### src/rtl/program_loader_pkg.sv
// Shared types and constants for the program loader.
// LOADER_CHECKSUM_EN adds the S_CSUM state to the encoding.
package program_loader_pkg;

  localparam int HDR_BYTES      = 2;
  localparam int BYTES_PER_WORD = 4;

`ifdef LOADER_CHECKSUM_EN
  typedef enum logic [2:0] {
    S_LEN0 = 3'd0,
    S_LEN1 = 3'd1,
    S_DATA = 3'd2,
    S_CSUM = 3'd3,
    S_DONE = 3'd4,
    S_ERR  = 3'd5
  } state_t;
`else
  typedef enum logic [2:0] {
    S_LEN0 = 3'd0,
    S_LEN1 = 3'd1,
    S_DATA = 3'd2,
    S_DONE = 3'd4,
    S_ERR  = 3'd5
  } state_t;
`endif

  // True in every state that still consumes bytes from the host link.
  function automatic logic state_accepts(state_t s);
    return (s != S_DONE) && (s != S_ERR);
  endfunction

endpackage

### src/rtl/program_loader_if.sv
// Host byte stream plus program-memory write port and loader status.
// The slave modport is the loader; the master modport is the host/SoC side.
interface program_loader_if #(
  parameter int ADDR_WIDTH = 10
);
  logic                  rx_valid;
  logic [7:0]            rx_data;
  logic                  rx_ready;
  logic                  mem_we;
  logic [ADDR_WIDTH-1:0] mem_addr;
  logic [31:0]           mem_wdata;
  logic                  cpu_hold;
  logic                  done;
  logic                  error;

  modport master (
    output rx_valid, rx_data,
    input  rx_ready, mem_we, mem_addr, mem_wdata, cpu_hold, done, error
  );

  modport slave (
    input  rx_valid, rx_data,
    output rx_ready, mem_we, mem_addr, mem_wdata, cpu_hold, done, error
  );
endinterface

### src/rtl/program_loader_word_assembler.sv
// Shifts stream bytes into a little-endian 32-bit word; word_complete marks the 4th byte.
module word_assembler
  import program_loader_pkg::*;
(
  input  logic        clk,
  input  logic        reset,
  input  logic        byte_valid,
  input  logic [7:0]  byte_in,
  output logic [31:0] word_next,
  output logic        word_complete
);

  logic [31:0] word_q, word_d;
  logic [1:0]  idx_q, idx_d;

  // Newest byte enters at the top so the first byte ends up in [7:0].
  assign word_next     = {byte_in, word_q[31:8]};
  assign word_complete = byte_valid && (idx_q == 2'(BYTES_PER_WORD - 1));

  always_comb begin
    word_d = word_q;
    idx_d  = idx_q;
    if (byte_valid) begin
      word_d = word_next;
      idx_d  = idx_q + 2'd1;
    end
  end

  always_ff @(posedge clk or negedge reset) begin
    if (!reset) begin
      word_q <= '0;
      idx_q  <= '0;
    end else begin
      word_q <= word_d;
      idx_q  <= idx_d;
    end
  end

endmodule

### src/rtl/program_loader.sv
// Loads a length-prefixed byte image into program memory and holds the CPU until done.
// Define LOADER_CHECKSUM_EN to require a trailing XOR checksum byte.
module program_loader
  import program_loader_pkg::*;
#(
  parameter int ADDR_WIDTH = 10,
  parameter int MAX_WORDS  = 1024
) (
  input  logic                   clk,
  input  logic                   reset,
  program_loader_if.slave        bus
);

  state_t                state_q, state_d;
  logic [15:0]           len_q, len_d;
  logic [15:0]           wcount_q, wcount_d;
  logic                  rx_ready_q, rx_ready_d;
  logic                  mem_we_q, mem_we_d;
  logic [ADDR_WIDTH-1:0] mem_addr_q, mem_addr_d;
  logic [31:0]           mem_wdata_q, mem_wdata_d;
  logic                  cpu_hold_q, cpu_hold_d;
  logic                  done_q, done_d;
  logic                  error_q, error_d;
`ifdef LOADER_CHECKSUM_EN
  logic [7:0]            csum_q, csum_d;
`endif

  logic        hs;
  logic        data_hs;
  logic [15:0] n_len;
  logic [15:0] wcount_inc;
  logic [31:0] word_next;
  logic        word_complete;

  assign hs         = bus.rx_valid && rx_ready_q;
  assign data_hs    = hs && (state_q == S_DATA);
  assign n_len      = {bus.rx_data, len_q[7:0]};
  assign wcount_inc = wcount_q + 16'd1;

  word_assembler u_asm (
    .clk           (clk),
    .reset         (reset),
    .byte_valid    (data_hs),
    .byte_in       (bus.rx_data),
    .word_next     (word_next),
    .word_complete (word_complete)
  );

  always_comb begin
    state_d     = state_q;
    len_d       = len_q;
    wcount_d    = wcount_q;
    mem_we_d    = 1'b0;
    mem_addr_d  = mem_addr_q;
    mem_wdata_d = mem_wdata_q;
    cpu_hold_d  = cpu_hold_q;
    done_d      = done_q;
    error_d     = error_q;
`ifdef LOADER_CHECKSUM_EN
    csum_d      = csum_q;
    if (hs && (state_q != S_CSUM))
      csum_d = csum_q ^ bus.rx_data;
`endif

    case (state_q)
      S_LEN0: begin
        if (hs) begin
          len_d[7:0] = bus.rx_data;
          state_d    = S_LEN1;
        end
      end
      S_LEN1: begin
        if (hs) begin
          len_d = n_len;
          if (n_len == 16'd0) begin
`ifdef LOADER_CHECKSUM_EN
            state_d    = S_CSUM;
`else
            state_d    = S_DONE;
            done_d     = 1'b1;
            cpu_hold_d = 1'b0;
`endif
          end else if (int'(n_len) > MAX_WORDS) begin
            state_d = S_ERR;
            error_d = 1'b1;
          end else begin
            state_d = S_DATA;
          end
        end
      end
      S_DATA: begin
        if (word_complete) begin
          mem_we_d    = 1'b1;
          mem_addr_d  = wcount_q[ADDR_WIDTH-1:0];
          mem_wdata_d = word_next;
          wcount_d    = wcount_inc;
          if (wcount_inc == len_q) begin
`ifdef LOADER_CHECKSUM_EN
            state_d    = S_CSUM;
`else
            // Release lands in the same cycle as the final write strobe.
            state_d    = S_DONE;
            done_d     = 1'b1;
            cpu_hold_d = 1'b0;
`endif
          end
        end
      end
`ifdef LOADER_CHECKSUM_EN
      S_CSUM: begin
        if (hs) begin
          if (bus.rx_data == csum_q) begin
            state_d    = S_DONE;
            done_d     = 1'b1;
            cpu_hold_d = 1'b0;
          end else begin
            state_d = S_ERR;
            error_d = 1'b1;
          end
        end
      end
`endif
      default: ;
    endcase

    rx_ready_d = state_accepts(state_d);
  end

  always_ff @(posedge clk or negedge reset) begin
    if (!reset) begin
      state_q     <= S_LEN0;
      len_q       <= '0;
      wcount_q    <= '0;
      rx_ready_q  <= 1'b0;
      mem_we_q    <= 1'b0;
      mem_addr_q  <= '0;
      mem_wdata_q <= '0;
      cpu_hold_q  <= 1'b1;
      done_q      <= 1'b0;
      error_q     <= 1'b0;
`ifdef LOADER_CHECKSUM_EN
      csum_q      <= '0;
`endif
    end else begin
      state_q     <= state_d;
      len_q       <= len_d;
      wcount_q    <= wcount_d;
      rx_ready_q  <= rx_ready_d;
      mem_we_q    <= mem_we_d;
      mem_addr_q  <= mem_addr_d;
      mem_wdata_q <= mem_wdata_d;
      cpu_hold_q  <= cpu_hold_d;
      done_q      <= done_d;
      error_q     <= error_d;
`ifdef LOADER_CHECKSUM_EN
      csum_q      <= csum_d;
`endif
    end
  end

  assign bus.rx_ready  = rx_ready_q;
  assign bus.mem_we    = mem_we_q;
  assign bus.mem_addr  = mem_addr_q;
  assign bus.mem_wdata = mem_wdata_q;
  assign bus.cpu_hold  = cpu_hold_q;
  assign bus.done      = done_q;
  assign bus.error     = error_q;

endmodule
### src/flat_wrapper.sv
// flat-port wrapper written by rule: the top's interface ports become plain ports
module program_loader_flat import program_loader_pkg::*;
#(
  parameter int ADDR_WIDTH = 10,
  parameter int MAX_WORDS  = 1024
)
  (clk, reset, bus_rx_valid, bus_rx_data, bus_rx_ready, bus_mem_we, bus_mem_addr, bus_mem_wdata, bus_cpu_hold, bus_done, bus_error);
  program_loader_if #(.ADDR_WIDTH(ADDR_WIDTH)) bus_i ();
  input  logic clk;
  input  logic reset;
  input wire logic [$bits(bus_i.rx_valid)-1:0] bus_rx_valid;
  input wire logic [$bits(bus_i.rx_data)-1:0] bus_rx_data;
  output wire logic [$bits(bus_i.rx_ready)-1:0] bus_rx_ready;
  output wire logic [$bits(bus_i.mem_we)-1:0] bus_mem_we;
  output wire logic [$bits(bus_i.mem_addr)-1:0] bus_mem_addr;
  output wire logic [$bits(bus_i.mem_wdata)-1:0] bus_mem_wdata;
  output wire logic [$bits(bus_i.cpu_hold)-1:0] bus_cpu_hold;
  output wire logic [$bits(bus_i.done)-1:0] bus_done;
  output wire logic [$bits(bus_i.error)-1:0] bus_error;
  assign bus_i.rx_valid = bus_rx_valid;
  assign bus_i.rx_data = bus_rx_data;
  assign bus_rx_ready = bus_i.rx_ready;
  assign bus_mem_we = bus_i.mem_we;
  assign bus_mem_addr = bus_i.mem_addr;
  assign bus_mem_wdata = bus_i.mem_wdata;
  assign bus_cpu_hold = bus_i.cpu_hold;
  assign bus_done = bus_i.done;
  assign bus_error = bus_i.error;
  program_loader #(.ADDR_WIDTH(ADDR_WIDTH), .MAX_WORDS(MAX_WORDS)) u_core (.clk(clk), .reset(reset), .bus(bus_i));
endmodule
### config.mk
export PLATFORM = sky130hd
export DESIGN_NAME = program_loader_flat
export DESIGN_NICKNAME = d
export VERILOG_FILES = /design/src/rtl/program_loader_pkg.sv /design/src/rtl/program_loader_if.sv /design/src/rtl/program_loader_word_assembler.sv /design/src/rtl/program_loader.sv /design/src/flat_wrapper.sv
export SDC_FILE = /design/constraint.sdc
export NUM_CORES = 1
export LEC_CHECK = 0
export CELL_PAD_IN_SITES_DETAIL_PLACEMENT = 0
export CELL_PAD_IN_SITES_GLOBAL_PLACEMENT = 2
export CORE_MARGIN = 3
export CORE_UTILIZATION = 36
export CTS_CLUSTER_SIZE = 12
export DETAILED_ROUTE_END_ITERATION = 7
export PLACE_DENSITY_LB_ADDON = 0.3
export SLEW_MARGIN = 20
export SYNTH_ARGS = -nofsm -noshare
export SYNTH_HDL_FRONTEND = slang
export SYNTH_SLANG_ARGS = --single-unit
### constraint.sdc
create_clock -name clk -period 3.05 [get_ports clk]
set_clock_uncertainty 0.2 [all_clocks]
set_input_delay 0.61 -clock clk [delete_from_list [all_inputs] [get_ports clk]]
set_output_delay 0.61 -clock clk [all_outputs]
set_load 0.005 [all_outputs]
# Word-level counts from Yosys, hierarchy flattened
# Cells that the tools add are included.
# Widths: inputs -> output; s select.
word_totals:
  regBits: 116
  in_bits: 11
  out_inout_bits: 47
  wordCells: 61
classes:
  addsub: 2
  magnitude_cmp: 1
  n_eq_ne: 10
  n_mux: 21
  bitwise_logic: 2
  reduce_logical: 12
ops:
  columns: ["operator", "count"]
  rows:
  - ["$mux 3", 6]
  - ["$add 16x1->16 const B", 1]
  - ["$eq 16x16->1", 1]
  - ["$gt 16x11->1 const B", 1]
  - ["$logic_not 16->1", 1]
  - ["$pmux 8 s2", 1]
  - ["$mux 1", 10]
  - ["$pmux 3 s3", 1]
  - ["$mux 8", 1]
  - ["$ne 3x3->1 const B", 2]
  - ["$reduce_and 5->1", 1]
  - ["$logic_and 1x1->1", 4]
  - ["$ne 2x1->1 const B", 2]
  - ["$ne 2x2->1 const B", 2]
  - ["$pmux 1 s2", 2]
  - ["$reduce_and 2->1", 2]
  - ["$reduce_and 4->1", 1]
  - ["$eq 3x1->1 const B", 1]
  - ["$eq 3x2->1 const B", 1]
  - ["$logic_not 3->1", 1]
  - ["$reduce_and 3->1", 1]
  - ["$add 2x1->2 const B", 1]
  - ["$eq 2x2->1 const B", 1]
  - ["$not 1->1", 2]
  - ["$reduce_bool 2->1", 1]

# Logic depth before layout (Yosys ltp)
# Gate-level depths: netlist of run 1.
depth:
  depth_word: 7
  ltp_mapped: 9
  depth_no_buf: 7

# Modules after synthesis
# Synthesis of run 1 repeated with hierarchy kept, for this count alone.
hier_totals:
  cells_unflattened: 450
  area_unflattened_um2: 4908.5
by_module_without_submodules:
  columns: ["mod", "instances", "cells_each", "area_each_um2", "seq_area_each_um2"]
  rows:
  - ["program_loader", 1, 385, 3769.9, 2053.2]
  - ["word_assembler", 1, 65, 1138.6, 650.6]

# Worst setup path before layout of run 1
# No wires, ideal clock.
synth_path:
  path_kind: "flip-flop to flip-flop"
  from: "register u_core.wcount_q[0]"
  to: "register u_core.rx_ready_q (netlist: u_core.bus.rx_ready)"
  setup_ns: 0.145
  arrival_ns: 2.198
  t_required_ns: 2.705
  path_slack_ns: 0.507
  stages_incl_launch_ff: 9
  n_path_buf: 1
  period_less_slack_ns: 2.543
  path_cell_list: "dfrtp_1 -> ha_1 -> clkbuf_1 -> nand4_2 -> nor4_1 -> xnor2_1 -> o221ai_1 -> nor4_4 -> o221ai_1"
synth_between:
  elab_chain_len: 7
  elab_cells_between_ends: 8
  classes_between: "add/sub (1); eq/ne (3); mux (3); reduce/logical (1)"
synth_lines:
  columns: ["item", "line_no", "source"]
  rows:
  - ["start, declared", "program_loader.sv:16", "logic [15:0] wcount_q, wcount_d;"]
  - ["start signal, assigned", "program_loader.sv:147", "wcount_q <= wcount_d;"]
  - ["$add 16x1->16 *", "program_loader.sv:38", "assign wcount_inc = wcount_q + 16'd1;"]
  - ["$eq 16x16->1 *", "program_loader.sv:97", "if (wcount_inc == len_q) begin"]
  - ["$mux 3 *", "program_loader.sv:97", null]
  - ["$mux 3 *", "program_loader.sv:92", "if (word_complete) begin"]
  - ["$pmux 3 s3 *", "program_loader.sv:65", "case (state_q)"]
  - ["$ne 3x3->1", "program_loader_pkg.sv:29", "return (s != S_DONE) && (s != S_ERR);"]
  - ["$logic_and 1x1->1 *", "program_loader_pkg.sv:29", null]
  - ["net u_core.rx_ready_d", "program_loader.sv:17", "logic rx_ready_q, rx_ready_d;"]
  - ["end signal, assigned", "program_loader.sv:148", "rx_ready_q <= rx_ready_d;"]
  - ["end, declared", "program_loader.sv:17", null]
# Mark *: on every way through the listed nets, which the timed path passes. The rest lies on a longest branch.
# A chain may end at the register's enable or synchronous reset.

# Worst setup path in the final report of run 1
layout_path:
  from: "input bus_rx_valid"
  to: "register u_core.rx_ready_q (netlist: u_core.bus.rx_ready)"
layout_between:
  elab_chain_len: 7
  elab_cells_between_ends: 10
  classes_between: "eq/ne (2); mux (4); reduce/logical (4)"
layout_lines:
  columns: ["item", "line_no", "source"]
  rows:
  - ["start, declared", "flat_wrapper.sv:11", "input wire logic [$bits(bus_i.rx_valid)-1:0] bus_rx_valid;"]
  - ["$logic_and 1x1->1 *", "program_loader.sv:35", "assign hs = bus.rx_valid && rx_ready_q;"]
  - ["$logic_and 1x1->1", "program_loader.sv:36", "assign data_hs = hs && (state_q == S_DATA);"]
  - ["$logic_and 1x1->1", "program_loader_word_assembler.sv:18", "assign word_complete = byte_valid && (idx_q == 2'(BYTES_PER_WORD - 1));"]
  - ["$mux 3", "program_loader.sv:92", null]
  - ["$pmux 3 s3 *", "program_loader.sv:65", null]
  - ["$ne 3x3->1", "program_loader_pkg.sv:29", null]
  - ["$logic_and 1x1->1 *", "program_loader_pkg.sv:29", null]
  - ["net u_core.rx_ready_d", "program_loader.sv:17", null]
# Marked as above.

==> results.cfg, run 1 <==
[clock_tree]
cts-root-buf = clkbuf_16
ctsResizeCount = 0
post_cts_buffers = 0
cts_made_buffers = 9
cts_sinks = 108
clk_pin_slew_ns = 0.07
cts_tree = built
holdBufCountCts = 0
htree_levels = 3
clockBufferDepth = 2
insertion_delay_ns = 0.36

[sta]
setup_slack_ns = 0.256
setup_viol = 0
fin_setup_tns_ns = 0
fin_crit_ns = 2.79
whs_ns = 0.0425
relSlewSlack_pct = 61.9
rsz0062_at_grt = false
hold_viol = 0
worst_slew_pin_slew_ns = 0.571
slew_violations = 0
fin_crit_sh_pct = 91.6
max_freq_mhz = 358

[synthesis]
ys_dominant_reg_cell = dfrtp_1
syn_area_per_cell_um2 = 10.6
yosys-top-cells-count = 141 x nand2_1, 107 x dfrtp_1, 41 x mux2_2, 19 x xor2_1, 16 x clkbuf_1
syn_area_um2 = 4750
synth_seq_cells = 108
netlist.area_leader.share_pct = 56.3
yosys-top-cells-area = dfrtp_1 56%, nand2_1 11%, mux2_2 9.7%, xor2_1 3.5%, xnor2_1 2.8%
synthCells = 449
synth-async-reset-ratio_pct = 100
ys_seq_area_share_pct = 56.9
yosysWarnings = 0
synth.most_common_cell = nand2_1
syn-num-nets = 462
synth_edf_count = 0
synth.distinct_cells = 49
yosys.area.top_type = dfrtp_1

[setup_path]
required_ns = 3.06
critPathLaunchType = input pin
critPathCaptureType = flip-flop
setup.worst_path.class = in -> reg
worstPathArrival_ns = 2.81
cp_max_fo = 5

[power_and_ir_drop]
power.switching_mw = 1.52
p_sw_share_pct = 30.1
comb_power_share_pct = 29.7
ir_worst_vdd_mv = 0.391
power_density_nw_per_um2 = 849
p_leak_nw = 2.75
power_frac_seq_pct = 47.2
finalPower_mw = 5.05
internal_power_mw = 3.53
power.share.clock_pct = 23.1

[layout]
n_antenna_cell = 0
layout.nets = 531
final_cell_area_um2 = 5950
nFillCells = 1183
drive_gt1_share_pct = 17.0
syn_to_final_growth_pct = 25.2
stdcell_count = 694
finish.utilization_pct = 46.6

[global_route]
grt_antenna_before_repair = 0
grt-ovfl-total = 0
grt.total_usage_pct = 16.5
grt_pass1_wl_mm = 18.7
grt_pass1_vias = 3459
grt_max_degree = 49

[placed_design]
port-buffer-count = 57
pre_cts_slack_ns = -0.104
dp_cells = 679
hpwl_mm = 7.89
globalplace.congestion = 0.789
dpl_cell_area_um2 = 5660

[floorplan]
die_area_um2 = 14600
start_util_pct = 37.2
pin_count = 58
core_um2 = 12800
rows = 41
die_h_um = 121
chipWidth_um = 121

[route]
post_drt_wl_per_cell_um = 16.0
drtAntennaViolNets = 0
drc_errors = 0
vias_per_cell = 4.86
first_pass_iters = 4
vias = 3375
drt_iter0_markers = 159
wl_mm = 11.1

[min_path]
hold_path_class = in -> async

[run_status]
status = finished, final reports clean

[job]
drv_cap = 0
final timing paths:
check | start | end | slack (ns) | cells past startpoint
max | bus_rx_valid | u_core.bus.rx_ready | 0.26 | 7
min | reset | u_core.bus.mem_addr[0] | 0.04 | 1
max reg2reg | u_core.wcount_q[1] | u_core.bus.rx_ready | 0.46 | 7
min reg2reg | u_core.u_asm.word_q[15] | u_core.bus.mem_wdata[7] | 0.27 | 2
max in group asynchronous | reset | u_core.bus.cpu_hold | 1.88 | 2
min in group clk | u_core.u_asm.word_q[15] | u_core.bus.mem_wdata[7] | 0.27 | 2
power by group through the flow:
stage	clock (mW)	combinational [mW]	sequential, mW
after floorplan	0	0.794	2.32
after global placement	0	1.50	2.40
after detailed placement	0	1.52	2.42
after CTS	1.21	1.53	2.39
after global routing	1.26	1.67	2.47
final	1.17	1.50	2.38
cells in the final DEF (no fill, tap or decap), drive strengths merged, types with 3 or more instances in the layout:
master,Yosys,final
nand2,141,141
dfrtp,107,107
clkdlybuf4s50,0,56
mux2,41,41
buf,8,26
xor2,19,19
xnor2,15,15
nor2,14,14
nand3,11,11
clkbuf,16,10
nor3,8,8
nor4,8,8
a21oi,6,6
nand4,6,6
inv,4,6
o21ai,5,5
or3,3,3
cells by family (layout without fill, tap and decap cells):
family | Yosys count | in the layout | synth area share [%]
adder cells (fa/ha/maj) | 2 | 2 | 0.527
AND/OR/NAND/NOR | 207 | 207 | 19.9
buffers and inverters | 28 | 101 | 2.42
AO/OA/AOI/OAI | 29 | 29 | 4.29
multiplexers | 41 | 41 | 9.72
flip-flops | 108 | 108 | 56.9
XOR/XNOR | 34 | 34 | 6.27
critical path: stages:
cell             delay, ns
clkdlybuf4s50_1       0.49
nand2_1               0.07
or4b_2                0.67
nor4_2                0.17
o211ai_1              0.19
nor4_4                0.42
o221ai_1              0.18
flip-flops by register name (all words and copies together), names as in the netlist, 2 cells and up:
| register | flops |
|---|---|
| u_core.bus.mem_addr | 10 |
| u_core.bus.mem_wdata | 32 |
| u_core.len_q | 16 |
| u_core.state_q | 3 |
| u_core.u_asm.idx_q | 2 |
| u_core.u_asm.word_q | 24 |
| u_core.wcount_q | 16 |
layer usage:
metal | GRT usage (%) | wire [µm] | vias to the layer above
li1 | - | - | 1646
met1 | 23.3 | 5450 | 1646
met2 | 24.6 | 5020 | 73
met3 | 4.80 | 476 | 10
met4 | 4.67 | 130 | 0
met5 | 0 | 0 | -
layout make-up:
| cell class | instances | area [µm²] | share of cell area, % |
|---|---|---|---|
| Sequential cell | 108 | 2700 | 45.4 |
| Multi-Input combinational cell | 313 | 1930 | 32.5 |
| Timing Repair Buffer | 82 | 793 | 13.3 |
| Clock buffer | 10 | 229 | 3.85 |
| Tap cell | 172 | 215 | 3.62 |
| Clock inverter | 5 | 60.1 | 1.01 |
| Inverter | 4 | 15.0 | 0.252 |
(Power assumes the default switching activity.)
==> run 2, diff against run 1 <==
--- a/config.mk
+++ b/config.mk
@@ -12,6 +12,7 @@
 export CTS_CLUSTER_SIZE = 12
 export DETAILED_ROUTE_END_ITERATION = 7
 export PLACE_DENSITY_LB_ADDON = 0.3
+export REMOVE_ABC_BUFFERS = 1
 export SLEW_MARGIN = 20
 export SYNTH_ARGS = -nofsm -noshare
 export SYNTH_HDL_FRONTEND = slang
==> run 2 against run 1 <==
Against the previous run: total power decreased by 0.80%; critical path depth increased by 1; maximum frequency decreased by 0.66%; hold slack improved by 0.033 ns; design area decreased by 0.93%; register-to-register slack got worse by 0.22 ns; flip-flop and latch count unchanged; setup slack got worse by 0.019 ns; cell count decreased by 0.72%; critical path type is now reg -> reg.
==> results.cfg, run 2 (synthesis gave the netlist of run 1 again) <==
[clock_tree]
cts-root-buf = clkbuf_16
cts_made_buffers = 9
post_cts_buffers = 0
clk_pin_slew_ns = 0.07
cts_tree = built
clockBufferDepth = 2
cts_sinks = 108
insertion_delay_ns = 0.35
ctsResizeCount = 0
htree_levels = 3
holdBufCountCts = 0

[sta]
rsz0062_at_grt = false
hold_viol = 0
worst_slew_pin_slew_ns = 0.632
fin_crit_ns = 2.81
max_freq_mhz = 356
relSlewSlack_pct = 57.9
fin_crit_sh_pct = 92.2
setup_viol = 0
fin_setup_tns_ns = 0
slew_violations = 0

[setup_path]
crit_slowest_cell = dfrtp_1
cp_max_fo = 9
r2r_cells = 8
crit_start = u_core.wcount_q[1]
critPathLaunchType = flip-flop
setup.worst_path.class = reg -> reg
slowest_delay_ns = 0.48
cp.depth = 8
rr_startpoint = u_core.wcount_q[1]
path_cells = ha_1 > nand4_2 > o41ai_1 > a21oi_1 > o22ai_1 > nor4_4 > buf_4 > or3_1
worstPathBufferInverterCount = 1
crit_family = compound AO/OA/AOI/OAI gates
critPathCaptureType = flip-flop
r2r_slack_ns = 0.24
required_ns = 3.08
r2r_end = u_core.state_q[2]
worstPathArrival_ns = 2.84

[power_and_ir_drop]
power_density_nw_per_um2 = 850
ir_worst_vdd_mv = 0.339
finalPower_mw = 5.01
p_leak_nw = 2.71

[route]
wl_mm = 10.3
drtAntennaViolNets = 0
drc_errors = 0
vias = 3328
drt_iter0_markers = 240
vias_per_cell = 4.83
post_drt_wl_per_cell_um = 14.9
first_pass_iters = 4

[layout]
final_cell_area_um2 = 5890
syn_to_final_growth_pct = 24.0
finish.utilization_pct = 46.1
layout.nets = 525
final_cell_mix = 141 x nand2_1, 107 x dfrtp_1, 56 x clkdlybuf4s50_1
n_antenna_cell = 0
largest_reg_flops = 32
layout_commonest_cell = nand2_1
drive_gt1_share_pct = 16.2

[floorplan]
die_area_um2 = 14600
core_um2 = 12800
die_h_um = 121
rows = 41
start_util_pct = 37.2
pin_count = 58
chipWidth_um = 121

[global_route]
grt_pass1_vias = 3357
grt_max_degree = 61
grt_pass1_wl_mm = 17.5
grt-ovfl-total = 0
grt_antenna_before_repair = 0
grt.total_usage_pct = 15.3

[placed_design]
hpwl_mm = 7.23
port-buffer-count = 57
globalplace.congestion = 0.879
dpl_cell_area_um2 = 5590

[job]
drv_cap = 0

[min_path]
hold_path_class = in -> async

[run_status]
status = finished, final reports clean
==> run 2: where the power goes <==
group / leakage, nW / internal [mW] / switching [mW]
sequential: 1.36 / 1.97 / 0.391
combinational: 1.21 / 0.908 / 0.564
clock: 0.138 / 0.660 / 0.513
total: 2.71 / 3.54 / 1.47
==> run 2: routing by layer <==
layer / vias up / GRT usage, % / part of all wire, %
met5: - / 0 / 0
met3: 12 / 2.94 / 3.3
met2: 60 / 22.6 / 46
li1: 1638 / - / -
met1: 1618 / 21.8 / 49
met4: 0 / 7.37 / 2.3
==> run 2: final cells by class <==
type                       instances  area (µm²)
multi-input combinational        313        1930
tap                              172         215
timing repair buffer              76         723
clock buffer                      11         243
fill                            1208        6880
clock inverter                     5        61.3
inverter                           4        15.0
sequential                       108        2700
==> run 2: per-stage QoR <==
step | hold slack [ns] | instances | setup slack (ns)
global route | 0.112 | 689 | 0.0643
floorplan | 0.114 | 425 | -0.365
CTS | 0.0915 | 689 | 0.287
global placement | 0.247 | 673 | -0.0624
detailed placement | 0.250 | 673 | -0.0697
finish | 0.0751 | 689 | 0.238
==> run 2: how the worst max path moves through the flow <==
stage	to
6_report	u_core.state_q[2]
5_1_grt	u_core.state_q[2]
4_1_cts	u_core.state_q[2]
3_5_place_dp	u_core.wcount_q[14]
3_3_place_gp	u_core.wcount_q[14]
2_1_floorplan	u_core.wcount_q[13]
==> run 3, diff against run 2 <==
--- a/config.mk
+++ b/config.mk
@@ -7,10 +7,10 @@
 export LEC_CHECK = 0
 export CELL_PAD_IN_SITES_DETAIL_PLACEMENT = 0
 export CELL_PAD_IN_SITES_GLOBAL_PLACEMENT = 2
-export CORE_MARGIN = 3
 export CORE_UTILIZATION = 36
 export CTS_CLUSTER_SIZE = 12
 export DETAILED_ROUTE_END_ITERATION = 7
+export HOLD_SLACK_MARGIN = 0.1
 export PLACE_DENSITY_LB_ADDON = 0.3
 export REMOVE_ABC_BUFFERS = 1
 export SLEW_MARGIN = 20
==> constraint.sdc (replaced) <==
create_clock -name clk -period 3.05 [get_ports clk]
set_clock_uncertainty 0.2 [all_clocks]
set_input_delay 0.61 -clock clk [delete_from_list [all_inputs] [get_ports clk]]
set_output_delay 0.61 -clock clk [all_outputs]
set_load 0.05 [all_outputs]
==> run 3 against run 2 <==
Against the previous run: die area is 6.5% lower; non-clock buffer count up 4; critical path depth unchanged; clock power is 6% higher; global-route usage increased by 1.3 points; critical endpoint is now u_core.wcount_q[15]; highest routed layer unchanged.
==> results.cfg, run 3 (synthesis gave the netlist of run 1 again) <==
[sta]
setup_viol = 0
whs_ns = 0.265
rsz0062_at_grt = false
fin_crit_sh_pct = 92.3
max_freq_mhz = 355
fin_setup_tns_ns = 0
fin_crit_ns = 2.82
hold_viol = 0
slew_violations = 0
relSlewSlack_pct = 60.3
setup_slack_ns = 0.234
worst_slew_pin_slew_ns = 0.595

[power_and_ir_drop]
power_density_nw_per_um2 = 992
power.share.clock_pct = 21.0
comb_power_share_pct = 39.2
power.switching_mw = 2.27
ir_worst_vdd_mv = 0.555
power_frac_seq_pct = 39.8
p_sw_share_pct = 38.6
p_leak_nw = 2.74
internal_power_mw = 3.62

[route]
post_drt_wl_per_cell_um = 14.8
drtAntennaViolNets = 0
drc_errors = 0
vias = 3351
drt_iter0_markers = 147
first_pass_iters = 4
vias_per_cell = 4.84
wl_mm = 10.3

[clock_tree]
clk_pin_slew_ns = 0.07
ctsResizeCount = 0
cts_made_buffers = 9
post_cts_buffers = 0
insertion_delay_ns = 0.35
htree_levels = 3
cts_sinks = 108
cts-root-buf = clkbuf_16
holdBufCountCts = 1
clockBufferDepth = 2
cts_tree = built

[floorplan]
core_um2 = 12700
die_h_um = 117
chipWidth_um = 117
pin_count = 58
rows = 41
die_area_um2 = 13700
start_util_pct = 37.4

[global_route]
grt-ovfl-total = 0
grt.busiest_layer = met2
met3_usage_pct = 4.74
grt_max_degree = 51
grt_pass1_wl_mm = 17.1
grt_antenna_before_repair = 0
grt_pass1_vias = 3320
grt.total_usage_pct = 16.7
grt_use_met1_pct = 23.1
grt_use_met2_pct = 25.8

[setup_path]
setup.worst_path.class = in -> reg
critPathCaptureType = flip-flop
critPathLaunchType = input pin
required_ns = 3.11
cp_max_fo = 50
worstPathArrival_ns = 2.88

[layout]
layout.nets = 529
largest_reg_flops = 32
n_antenna_cell = 0
syn_to_final_growth_pct = 25.0
final_cell_mix = 141 x nand2_1, 107 x dfrtp_1, 56 x clkdlybuf4s50_1
drive_gt1_share_pct = 16.5
finish.utilization_pct = 46.7
layout_commonest_cell = nand2_1

[placed_design]
port-buffer-count = 57
pre_cts_slack_ns = -0.128
globalplace.congestion = 0.830
hpwl_mm = 7.23

[run_status]
status = finished, final reports clean

[job]
drv_cap = 0

[min_path]
hold_path_class = reg -> reg
run 3: cell count changes in the layout (fill, tap and decap cells not counted), sizes merged:
cell         change
dlygate4sd3      +1
clkinvlp         -2
buf              +3
inv              +1
bufinv           +1
run 3: path summary, 6_finish.rpt:
| check | endpoint | depth (start not counted) | start | slack (ns) |
|---|---|---|---|---|
| worst max-delay path | u_core.wcount_q[15] | 8 | bus_rx_valid | 0.23 |
| min in group asynchronous | u_core.bus.mem_wdata[10] | 2 | reset | 0.60 |
| max in group asynchronous | u_core.bus.mem_wdata[12] | 3 | reset | 1.37 |
| worst max register to register | u_core.state_q[2] | 8 | u_core.wcount_q[1] | 0.34 |
| worst min-delay path | u_core.bus.mem_wdata[7] | 2 | u_core.u_asm.word_q[15] | 0.27 |
| worst min register to register | u_core.bus.mem_wdata[7] | 2 | u_core.u_asm.word_q[15] | 0.27 |
run 3: critical path, cell delays in order:
cell and delay (ns):
clkdlybuf4s50_1 0.47, nand2_1 0.08, or4b_2 0.66, buf_4 0.34, inv_1 0.19, nand2_1 0.14
nor3_1 0.20, xor2_1 0.18
run 3: per-stage QoR:
stage,std cells,power [mW],cell area [µm²]
after floorplan,425,3.90,4650
after global placement,676,4.67,5610
after detailed placement,676,4.70,5610
after CTS,693,5.97,5940
after global routing,693,6.23,5940
final,693,5.89,5940
run 3: cell type report:
| cell class | instances | area [µm²] |
|---|---|---|
| clock buffer | 11 | 233 |
| clock inverter | 5 | 85.1 |
| fill | 1244 | 6780 |
| inverter | 4 | 15.0 |
| multi-input combinational | 313 | 1930 |
| sequential | 108 | 2700 |
| tap | 172 | 215 |
| timing repair buffer | 80 | 756 |
run 3: power by group through the flow:
stage	Combinational, mW	Sequential [mW]	Clock, mW
6_report	2.31	2.34	1.24
5_1_grt	2.48	2.43	1.32
4_1_cts	2.33	2.35	1.28
3_5_place_dp	2.32	2.38	0
3_3_place_gp	2.31	2.36	0
2_1_floorplan	0.779	3.12	0
run 3: routing by layer:
metal	share of wire (%)	wire, µm	vias up
li1	-	-	1643
met1	49	5010	1642
met5	0	0	-
met4	1.1	109	0
met2	47	4780	58
met3	3.5	361	8
